**src/rtl/i2c_resp_pkg.sv**
```systemverilog
// Shared types and constants for the single-address I2C responder.
package i2c_resp_pkg;

  localparam int unsigned I2C_ADDR_WIDTH = 7;

  typedef enum logic [2:0] {
    IDLE      = 3'd0,
    ADDR      = 3'd1,
    ADDR_ACK  = 3'd2,
    WR_DATA   = 3'd3,
    WR_ACK    = 3'd4,
    RD_DATA   = 3'd5,
    RD_ACK    = 3'd6,
    WAIT_STOP = 3'd7
  } i2c_resp_state_t;

  typedef enum logic {
    I2C_WRITE = 1'b0,
    I2C_READ  = 1'b1
  } i2c_op_t;

endpackage

```
**src/rtl/i2c_line_sync.sv**
```systemverilog
// Two-flop synchronizer plus history flop for one I2C line; resets to idle-high.
module i2c_line_sync (
  input  logic clk_i,
  input  logic rst_i,
  input  logic line_i,
  output logic sync_o,
  output logic rise_o,
  output logic fall_o
);

  logic r_meta;
  logic r_sync;
  logic r_hist;

  always_ff @(posedge clk_i) begin
    if (!rst_i) begin
      r_meta <= 1'b1;
      r_sync <= 1'b1;
      r_hist <= 1'b1;
    end else begin
      r_meta <= line_i;
      r_sync <= r_meta;
      r_hist <= r_sync;
    end
  end

  assign sync_o = r_sync;
  assign rise_o = r_sync & ~r_hist;
  assign fall_o = ~r_sync & r_hist;

endmodule

```
**src/rtl/i2c_slave_responder.sv**
```systemverilog
// Oversampled single-address I2C slave: write bytes out as pulses, read bytes in by request/data handshake.
module i2c_slave_responder
  import i2c_resp_pkg::*;
#(
  parameter logic [I2C_ADDR_WIDTH-1:0] SLAVE_ADDR = 7'h22,
  parameter int unsigned               DATA_WIDTH = 8
) (
  input  logic                  clk_i,
  input  logic                  rst_i,
  input  logic                  scl_i,
  input  logic                  sda_i,
  output logic                  sda_o,
  output logic [DATA_WIDTH-1:0] wr_data_o,
  output logic                  wr_valid_o,
  output logic                  rd_req_o,
  input  logic [DATA_WIDTH-1:0] rd_data_i,
  output logic                  busy_o
);

  if (DATA_WIDTH != 8) begin : g_width_chk
    $error("i2c_slave_responder: DATA_WIDTH must be 8");
  end

  logic w_scl_s, w_scl_rise, w_scl_fall;
  logic w_sda_s, w_sda_rise, w_sda_fall;
  logic w_start, w_stop;

  i2c_line_sync u_scl_sync (
    .clk_i (clk_i), .rst_i (rst_i), .line_i (scl_i),
    .sync_o(w_scl_s), .rise_o(w_scl_rise), .fall_o(w_scl_fall)
  );

  i2c_line_sync u_sda_sync (
    .clk_i (clk_i), .rst_i (rst_i), .line_i (sda_i),
    .sync_o(w_sda_s), .rise_o(w_sda_rise), .fall_o(w_sda_fall)
  );

  assign w_start = w_sda_fall & w_scl_s;
  assign w_stop  = w_sda_rise & w_scl_s;

  i2c_resp_state_t r_state;
  i2c_op_t         r_rw;
  logic [7:0]      r_shift;
  logic [2:0]      r_bitcnt;
  logic            r_full;   // 8th bit of the current byte has been sampled
  logic [1:0]      r_ld;     // read-byte fetch: 1 = req cycle, 2 = load, 3 = drive MSB
  logic            r_sda;
  logic [7:0]      r_wr_data;
  logic            r_wr_valid;
  logic            r_rd_req;
  logic            r_busy;

  always_ff @(posedge clk_i) begin
    if (!rst_i) begin
      r_state    <= IDLE;
      r_rw       <= I2C_WRITE;
      r_shift    <= '0;
      r_bitcnt   <= '0;
      r_full     <= 1'b0;
      r_ld       <= '0;
      r_sda      <= 1'b1;
      r_wr_data  <= '0;
      r_wr_valid <= 1'b0;
      r_rd_req   <= 1'b0;
      r_busy     <= 1'b0;
    end else begin
      r_wr_valid <= 1'b0;
      r_rd_req   <= 1'b0;
      if (w_start) begin
        r_state  <= ADDR;
        r_bitcnt <= '0;
        r_full   <= 1'b0;
        r_ld     <= '0;
        r_sda    <= 1'b1;
        r_busy   <= 1'b0;
      end else if (w_stop && r_state != IDLE) begin
        r_state  <= IDLE;
        r_bitcnt <= '0;
        r_full   <= 1'b0;
        r_ld     <= '0;
        r_sda    <= 1'b1;
        r_busy   <= 1'b0;
      end else begin
        case (r_ld)
          2'd1:    r_ld <= 2'd2;
          2'd2: begin
            r_shift <= rd_data_i;
            r_ld    <= 2'd3;
          end
          2'd3: begin
            r_sda <= r_shift[7];
            r_ld  <= 2'd0;
          end
          default: ;
        endcase

        case (r_state)
          ADDR, WR_DATA: begin
            if (w_scl_rise) begin
              r_shift  <= {r_shift[6:0], w_sda_s};
              r_bitcnt <= r_bitcnt + 3'd1;
              if (r_bitcnt == 3'd7) begin
                r_full <= 1'b1;
                if (r_state == WR_DATA) begin
                  r_wr_data  <= {r_shift[6:0], w_sda_s};
                  r_wr_valid <= 1'b1;
                end
              end
            end else if (w_scl_fall && r_full) begin
              r_full <= 1'b0;
              if (r_state == WR_DATA) begin
                r_sda   <= 1'b0;
                r_state <= WR_ACK;
              end else if (r_shift[7:1] == SLAVE_ADDR) begin
                r_sda   <= 1'b0;
                r_busy  <= 1'b1;
                r_rw    <= i2c_op_t'(r_shift[0]);
                r_state <= ADDR_ACK;
              end else begin
                r_state <= WAIT_STOP;
              end
            end
          end
          ADDR_ACK: begin
            if (w_scl_fall) begin
              r_sda <= 1'b1;
              if (r_rw == I2C_READ) begin
                r_rd_req <= 1'b1;
                r_ld     <= 2'd1;
                r_bitcnt <= '0;
                r_state  <= RD_DATA;
              end else begin
                r_state <= WR_DATA;
              end
            end
          end
          WR_ACK: begin
            if (w_scl_fall) begin
              r_sda   <= 1'b1;
              r_state <= WR_DATA;
            end
          end
          RD_DATA: begin
            if (w_scl_fall) begin
              if (r_bitcnt == 3'd7) begin
                r_sda   <= 1'b1;
                r_state <= RD_ACK;
              end else begin
                r_shift <= {r_shift[6:0], 1'b0};
                r_sda   <= r_shift[6];
              end
              r_bitcnt <= r_bitcnt + 3'd1;
            end
          end
          RD_ACK: begin
            if (w_scl_rise && w_sda_s) begin
              r_state <= WAIT_STOP;
            end else if (w_scl_fall) begin
              r_rd_req <= 1'b1;
              r_ld     <= 2'd1;
              r_bitcnt <= '0;
              r_state  <= RD_DATA;
            end
          end
          default: r_sda <= 1'b1;
        endcase
      end
    end
  end

  assign sda_o      = r_sda;
  assign wr_data_o  = r_wr_data;
  assign wr_valid_o = r_wr_valid;
  assign rd_req_o   = r_rd_req;
  assign busy_o     = r_busy;

endmodule

```
**config.mk**
```make
export PLATFORM = sky130hd
export DESIGN_NAME = i2c_slave_responder
export DESIGN_NICKNAME = d
export VERILOG_FILES = /design/src/rtl/i2c_resp_pkg.sv /design/src/rtl/i2c_line_sync.sv /design/src/rtl/i2c_slave_responder.sv
export SDC_FILE = /design/constraint.sdc
export NUM_CORES = 1
export LEC_CHECK = 0
export CORE_MARGIN = 2
export CORE_UTILIZATION = 58
export DETAILED_ROUTE_END_ITERATION = 7
export GPL_ROUTABILITY_DRIVEN = 1
export PLACE_DENSITY = 0.83
export RECOVER_POWER = 50
export SETUP_SLACK_MARGIN = 0.05
export SYNTH_ARGS = -nofsm -noshare
export SYNTH_HDL_FRONTEND = slang
export SYNTH_SLANG_ARGS = --single-unit
```
**constraint.sdc**
```tcl
create_clock -name clk_i -period 4.4 [get_ports clk_i]
set_input_delay 0.88 -clock clk_i [delete_from_list [all_inputs] [get_ports clk_i]]
set_output_delay 0.88 -clock clk_i [all_outputs]
set_load 0.05 [all_outputs]
```
# Yosys cells after proc, flatten, opt, wreduce, memory -nomap -nowiden

Index checks and enable logic that the tools add are counted.

Bitwise operators: 17
Mux-type cells: 50
Add/sub/neg operators: 1
Equal/unequal tests: 30
Reductions and logical operators: 20

Operator list:

| cell                                                 | number |
|---|---|
| two-way mux 3 bit                                    | 17 |
| two-way mux 8 bit                                    | 4 |
| inequality test 4 bit (second input constant)        | 6 |
| inequality test 2 bit (second input constant)        | 10 |
| two-way mux 1 bit                                    | 18 |
| one-hot mux 8 bit (2 select lines)                   | 1 |
| AND reduction 8 bit                                  | 2 |
| one-hot mux 3 bit (5 select lines)                   | 1 |
| AND reduction 7 bit                                  | 2 |
| equality test 3 bit (second input constant)          | 4 |
| one-hot mux 3 bit (4 select lines)                   | 1 |
| NOT 1 bit                                            | 11 |
| two-way mux 2 bit                                    | 4 |
| equality test 7 x 6 -> 1 bit (second input constant) | 1 |
| nonzero test 7 bit                                   | 1 |
| bitwise AND 1 bit                                    | 6 |
| equality test 3 x 2 -> 1 bit (second input constant) | 2 |
| one-hot mux 2 bit (3 select lines)                   | 1 |
| AND reduction 6 bit                                  | 1 |
| OR reduction 6 bit                                   | 1 |
| inequality test 5 bit (second input constant)        | 1 |
| AND reduction 5 bit                                  | 1 |
| nonzero test 5 bit                                   | 1 |
| equality test 2 bit (second input constant)          | 2 |
| other kinds (16)                                     | 19 |

Flip-flop bits (word level): 36
Word-level logic and storage cells: 136
Output and inout bits: 12
Bits of input ports: 12

# Logic depth before layout (Yosys ltp)

Depth after elaboration: 8
Depth in mapped cells: 7
Mapped depth without buffers: 7

# Cells and area by module

From an unflattened synthesis, not the netlist that was laid out.

Cell total of the unflattened synthesis: 200
Area, all modules: 1780.5 um^2

Modules (own cells, without submodules):

| module              | cells an instance | sequential area each (um^2) | area an instance (um^2) | times used |
|---|---|---|---|---|
| i2c_slave_responder | 184               | 600.6                       | 1597.8                  | 1 |
| i2c_line_sync       | 8                 | 60.1                        | 91.3                    | 2 |

# Worst setup path after synthesis

Ideal clock, no wire load.

Path type: input to register
Start point: input rst_i
End point: register r_state[0]
Arrival time: 1683 ps
Cell stages on the path: 4
Path buffers: 2
Data required time: 4325 ps
Library setup time: 75 ps
Path slack: 2643 ps
Cells stage by stage: clkbuf_1 -> clkbuf_1 -> o311ai_0 -> o22ai_1

RTL lines:

| element              | RTL line                  | text |
|---|---|---|
| from (decl)          | i2c_slave_responder.sv:9  | `input logic rst_i,` |
| to (signal assigned) | i2c_slave_responder.sv:55 | `r_state <= IDLE;` |
| to (signal assigned) | i2c_slave_responder.sv:70 | `r_state <= ADDR;` |
| to (signal assigned) | i2c_slave_responder.sv:77 | `r_state <= IDLE;` |
| to (decl)            | i2c_slave_responder.sv:41 | `i2c_resp_state_t r_state;` |

# Worst setup path after layout

Start point: register r_state[2]
End point: register r_wr_data[3] (netlist: wr_data_o[3])

Longest elaborated chain between the ends: 4
Elaborated cells between the ends (all ways): 7
Those cells by class: 2 x eq/ne; 1 x bitwise; 4 x reduce/logical

RTL lines:

| element                                                              | RTL line                   | text |
|---|---|---|
| branches (longest 3 deep; another with equality test 3 x 2 -> 1 bit) | -                          |  |
| AND reduction 6 bit (no source line) (*)                             | -                          |  |
| to (signal assigned)                                                 | i2c_slave_responder.sv:105 | `r_wr_data <= {r_shift[6:0], w_sda_s};` |
| to (decl)                                                            | i2c_slave_responder.sv:48  | `logic [7:0] r_wr_data;` |

Mark *: on every way between the ends.
A chain may end at the register's enable or synchronous reset.

==> results.txt <==
In this run, post-CTS repair resized a total of 0 instances. The critical setup path kind is reg2reg. Routability congestion estimate from global placement: 0.838. The uppermost layer routed was met4. Synthesis produced 197 cells. For this run, the leading register cell type out of synthesis is dfxtp_1. The depth of the worst register-to-register path came out at 5. In the finished design, the share of the clock period the worst path needs comes to 59.6%. At the pin with the least slew margin, the transition time is 944 ps.

The top-level port count was 24; the finished layout cell area was 0.00210 mm^2. The total setup buffers inserted after CTS was 0. After detailed routing, the total wire length is 3.82 mm. The synthesized netlist occupies a cell area of 0.00183 mm^2. The number of vias per cell after detailed routing works out to 5.67. The number of nets in the layout was 229; the number of register bits inferred by synthesis was 36.

The flow ran to the end, and the final reports show no timing, DRC or antenna violations. The detailed router placed 1462 vias in this run. Detailed placement finished with a half-perimeter wire length of 2.71 mm. Leaving out fill and tap cells, the most frequent cells in the layout are dfxtp_1, nand2b_1, mux2i_1. For this run, design rule violations remaining after detail routing come to 0. After floorplanning, the core was divided into 20 placement rows.

After detailed placement, the design holds a cell count of 250. The sort of element at the start of the critical path was a flip-flop. Initial standard-cell utilization of the core: 60.6%. The area of all sequential standard cells is 721 um^2.

The horizontal die dimension is 60.2 um. The worst-case IR drop observed on VDD is 0.211 mV. Along the worst path, the maximum fanout reaches 21. The tree is rooted in a clkbuf_4.

Worst hold endpoint: u_scl_sync.sync_o. The antenna diode count came out at 0. The detailed router put a total of 1.80 mm of wire on met1.

The tools report the maximum buffer depth of the clock tree as 2. The floorplan step defined a die boundary enclosing 0.00363 mm^2. Once detail routing completed, the nets flagged for antenna violations numbered 0.

In the detailed route, the total length drawn on met2 is 1.79 mm. The worst-case hold slack was 419 ps. The tools report the origin of the worst min-delay path as u_scl_sync.r_meta. The routed design uses 141 um of met3 wire.

Summed over all layers, the global routing overflow is 0. Source of the worst register-to-register timing path: r_state[2]. Quantity of I/O buffers inserted on ports: 23.

Worst hold path cell count: 1. TritonCTS built the clock tree. The most common cell after layout, fill and taps aside was dfxtp_1.

For this run, the number of Yosys warnings is 0. Hold repair after CTS inserted 0 buffers. The tools report the number of distinct library cells after synthesis as 44.

The clock latency at the later pin of the worst-skew pair is 350 ps, and the filler-free cell count of the finished design is 258. Max-slew violation count: 0. After layout, the worst setup slack is 1780 ps. Setup repair after global routing left no endpoint under its margin. Data on the critical path is required at its endpoint by 4650 ps. Across the run, the number of max-cap violations was 0. After synthesis, the share of flip-flops with an asynchronous set or reset is 0%. The placed instances occupy a cell area of 0.00205 mm^2. The maximum frequency from static timing analysis was 381 MHz. Before CTS, the worst setup slack after placement is 1610 ps. The worst clock skew is 10.3 ps. The synthesized design contains 0 enable-type register cells. The number of CTS-inserted buffers is 5. In this run the tightest slew margin relative to its limit is 36.1%.

The first global-routing pass estimated 6.23 mm of wire. Setup slack on the worst reg-to-reg path comes out at 1780 ps. The initial antenna violation count is 0, and the height of the die is 60.2 um. Clock-pin slew was measured on the worst setup and hold paths at 110 ps.

The tightest min-delay check is of the reg2reg type. In this run the static leakage power is 0.937 nW. The layout has 240 filler cells. The number of hold violations in the final report was 0; the number of design-rule violations left by the first detailed-router iteration was 66. Cells fill 69.5% of the core in the end.

The final routed wire length divided by cell count was 14.8 um; the number of global-route vias before repair was 1324. Summing all multi-input logic gate instances after layout gives 0.00101 mm^2. For the number of failing setup endpoints in the final timing report, the log shows 0. For the area of the core, the log shows 0.00303 mm^2. The run gives 0 ps as the sum of negative setup slack.

The capture point of the worst reg-to-reg path is wr_data_o[3]. The worst path arrival time is 2870 ps, and the number of clock sinks is 36. The worst setup path is captured at a flip-flop. Sequential elements use 39.3% of the synthesized area. The number of nets in the synthesized netlist is 213. For the maximum number of pins on one net before global-route repair, the log shows 28. The layout overhead on the synthesized area works out to 14.7%. Before antenna repair, the detailed router went through 4 iterations. Global routing consumed, over all layers together, 23.3% of the routing resources. For the H-tree level count, the log shows 2. In this run the mean area of a mapped cell was 9.31 um^2. The post-route netlist has 7.01% of its cells at a drive strength greater than 1.

After layout, the design draws a total of 813 uW. The total power density per cell area is 386 mW/mm^2, and the clock period minus final worst setup slack is 2620 ps.
synth_stat cells, types with 2 or more instances:
| library cell | count | share of area (%) |
|---|---|---|
| o22ai_1 | 4 | 1.4 |
| nand3_1 | 4 | 1.1 |
| nand2b_1 | 21 | 7.2 |
| xor2_1 | 2 | 0.96 |
| a21oi_1 | 9 | 2.5 |
| a22oi_1 | 9 | 3.7 |
| buf_2 | 7 | 1.9 |
| clkbuf_1 | 6 | 1.2 |
| o21ai_0 | 5 | 1.4 |
| nor3_1 | 3 | 0.82 |
| a211o_1 | 2 | 0.96 |
| inv_1 | 3 | 0.61 |
| ha_1 | 4 | 2.7 |
| nor2_1 | 13 | 2.7 |
| mux2i_1 | 19 | 10 |
| nor2b_1 | 11 | 3.8 |
| dfxtp_1 | 36 | 39 |
| nand2_1 | 13 | 2.7 |
worst max-delay path, stage by stage, from the launching register on:
cell     delay (ps)
dfxtp_1         530
or4b_1          580
nand3_1         400
nand4_1         590
mux2i_1         350
nor2b_1          70
state kept, by name (all words and copies together), names as in the netlist, 2 cells and up:
signal,flops
r_bitcnt,3
r_ld,2
r_state,3
wr_data_o,8
r_shift,8
how the worst max path moves through the flow:
stage	slack, ps	cells past startpoint	end	start
2_1_floorplan	2640	4	r_state[0]	rst_i
3_3_place_gp	1670	3	sda_o	rst_i
3_5_place_dp	1610	3	sda_o	rst_i
4_1_cts	1970	3	sda_o	rst_i
5_1_grt	1570	5	wr_data_o[5]	r_state[2]
6_report	1780	5	wr_data_o[3]	r_state[2]
report_power, final:
part           leakage [nW]  internal, mW  switching [mW]
clock                0.0422         0.119           0.108
combinational         0.603        0.0875          0.0905
sequential            0.292         0.344          0.0637
final cells by class:
class / count / share of cell area, %
multi-input cells: 144 / 48.0
flip-flops and latches: 36 / 34.2
repair buffers: 23 / 10.9
well taps: 44 / 2.62
clock buffers: 6 / 1.96
clock inverters: 2 / 1.66
inverters: 3 / 0.535
logic make-up (layout without fill, tap and decap cells):
| logic type | after synthesis | after routing | share of synthesized area (%) |
|---|---|---|---|
| AO/OA/AOI/OAI | 39 | 39 | 14.4 |
| XOR/XNOR | 2 | 2 | 0.955 |
| adder cells (fa/ha/maj) | 4 | 4 | 2.73 |
| buffers and inverters | 17 | 34 | 4.50 |
| flip-flops | 36 | 36 | 39.3 |
| multiplexers | 20 | 20 | 11.0 |
| AND/OR/NAND/NOR | 79 | 79 | 27.1 |
per-layer routing:
metal	vias to the layer above	global-route usage [%]
met5	-	0
met3	11	4.76
met2	39	34.3
met4	0	12.7
li1	729	-
met1	683	31.8
Power figures use the tool's default switching activity.
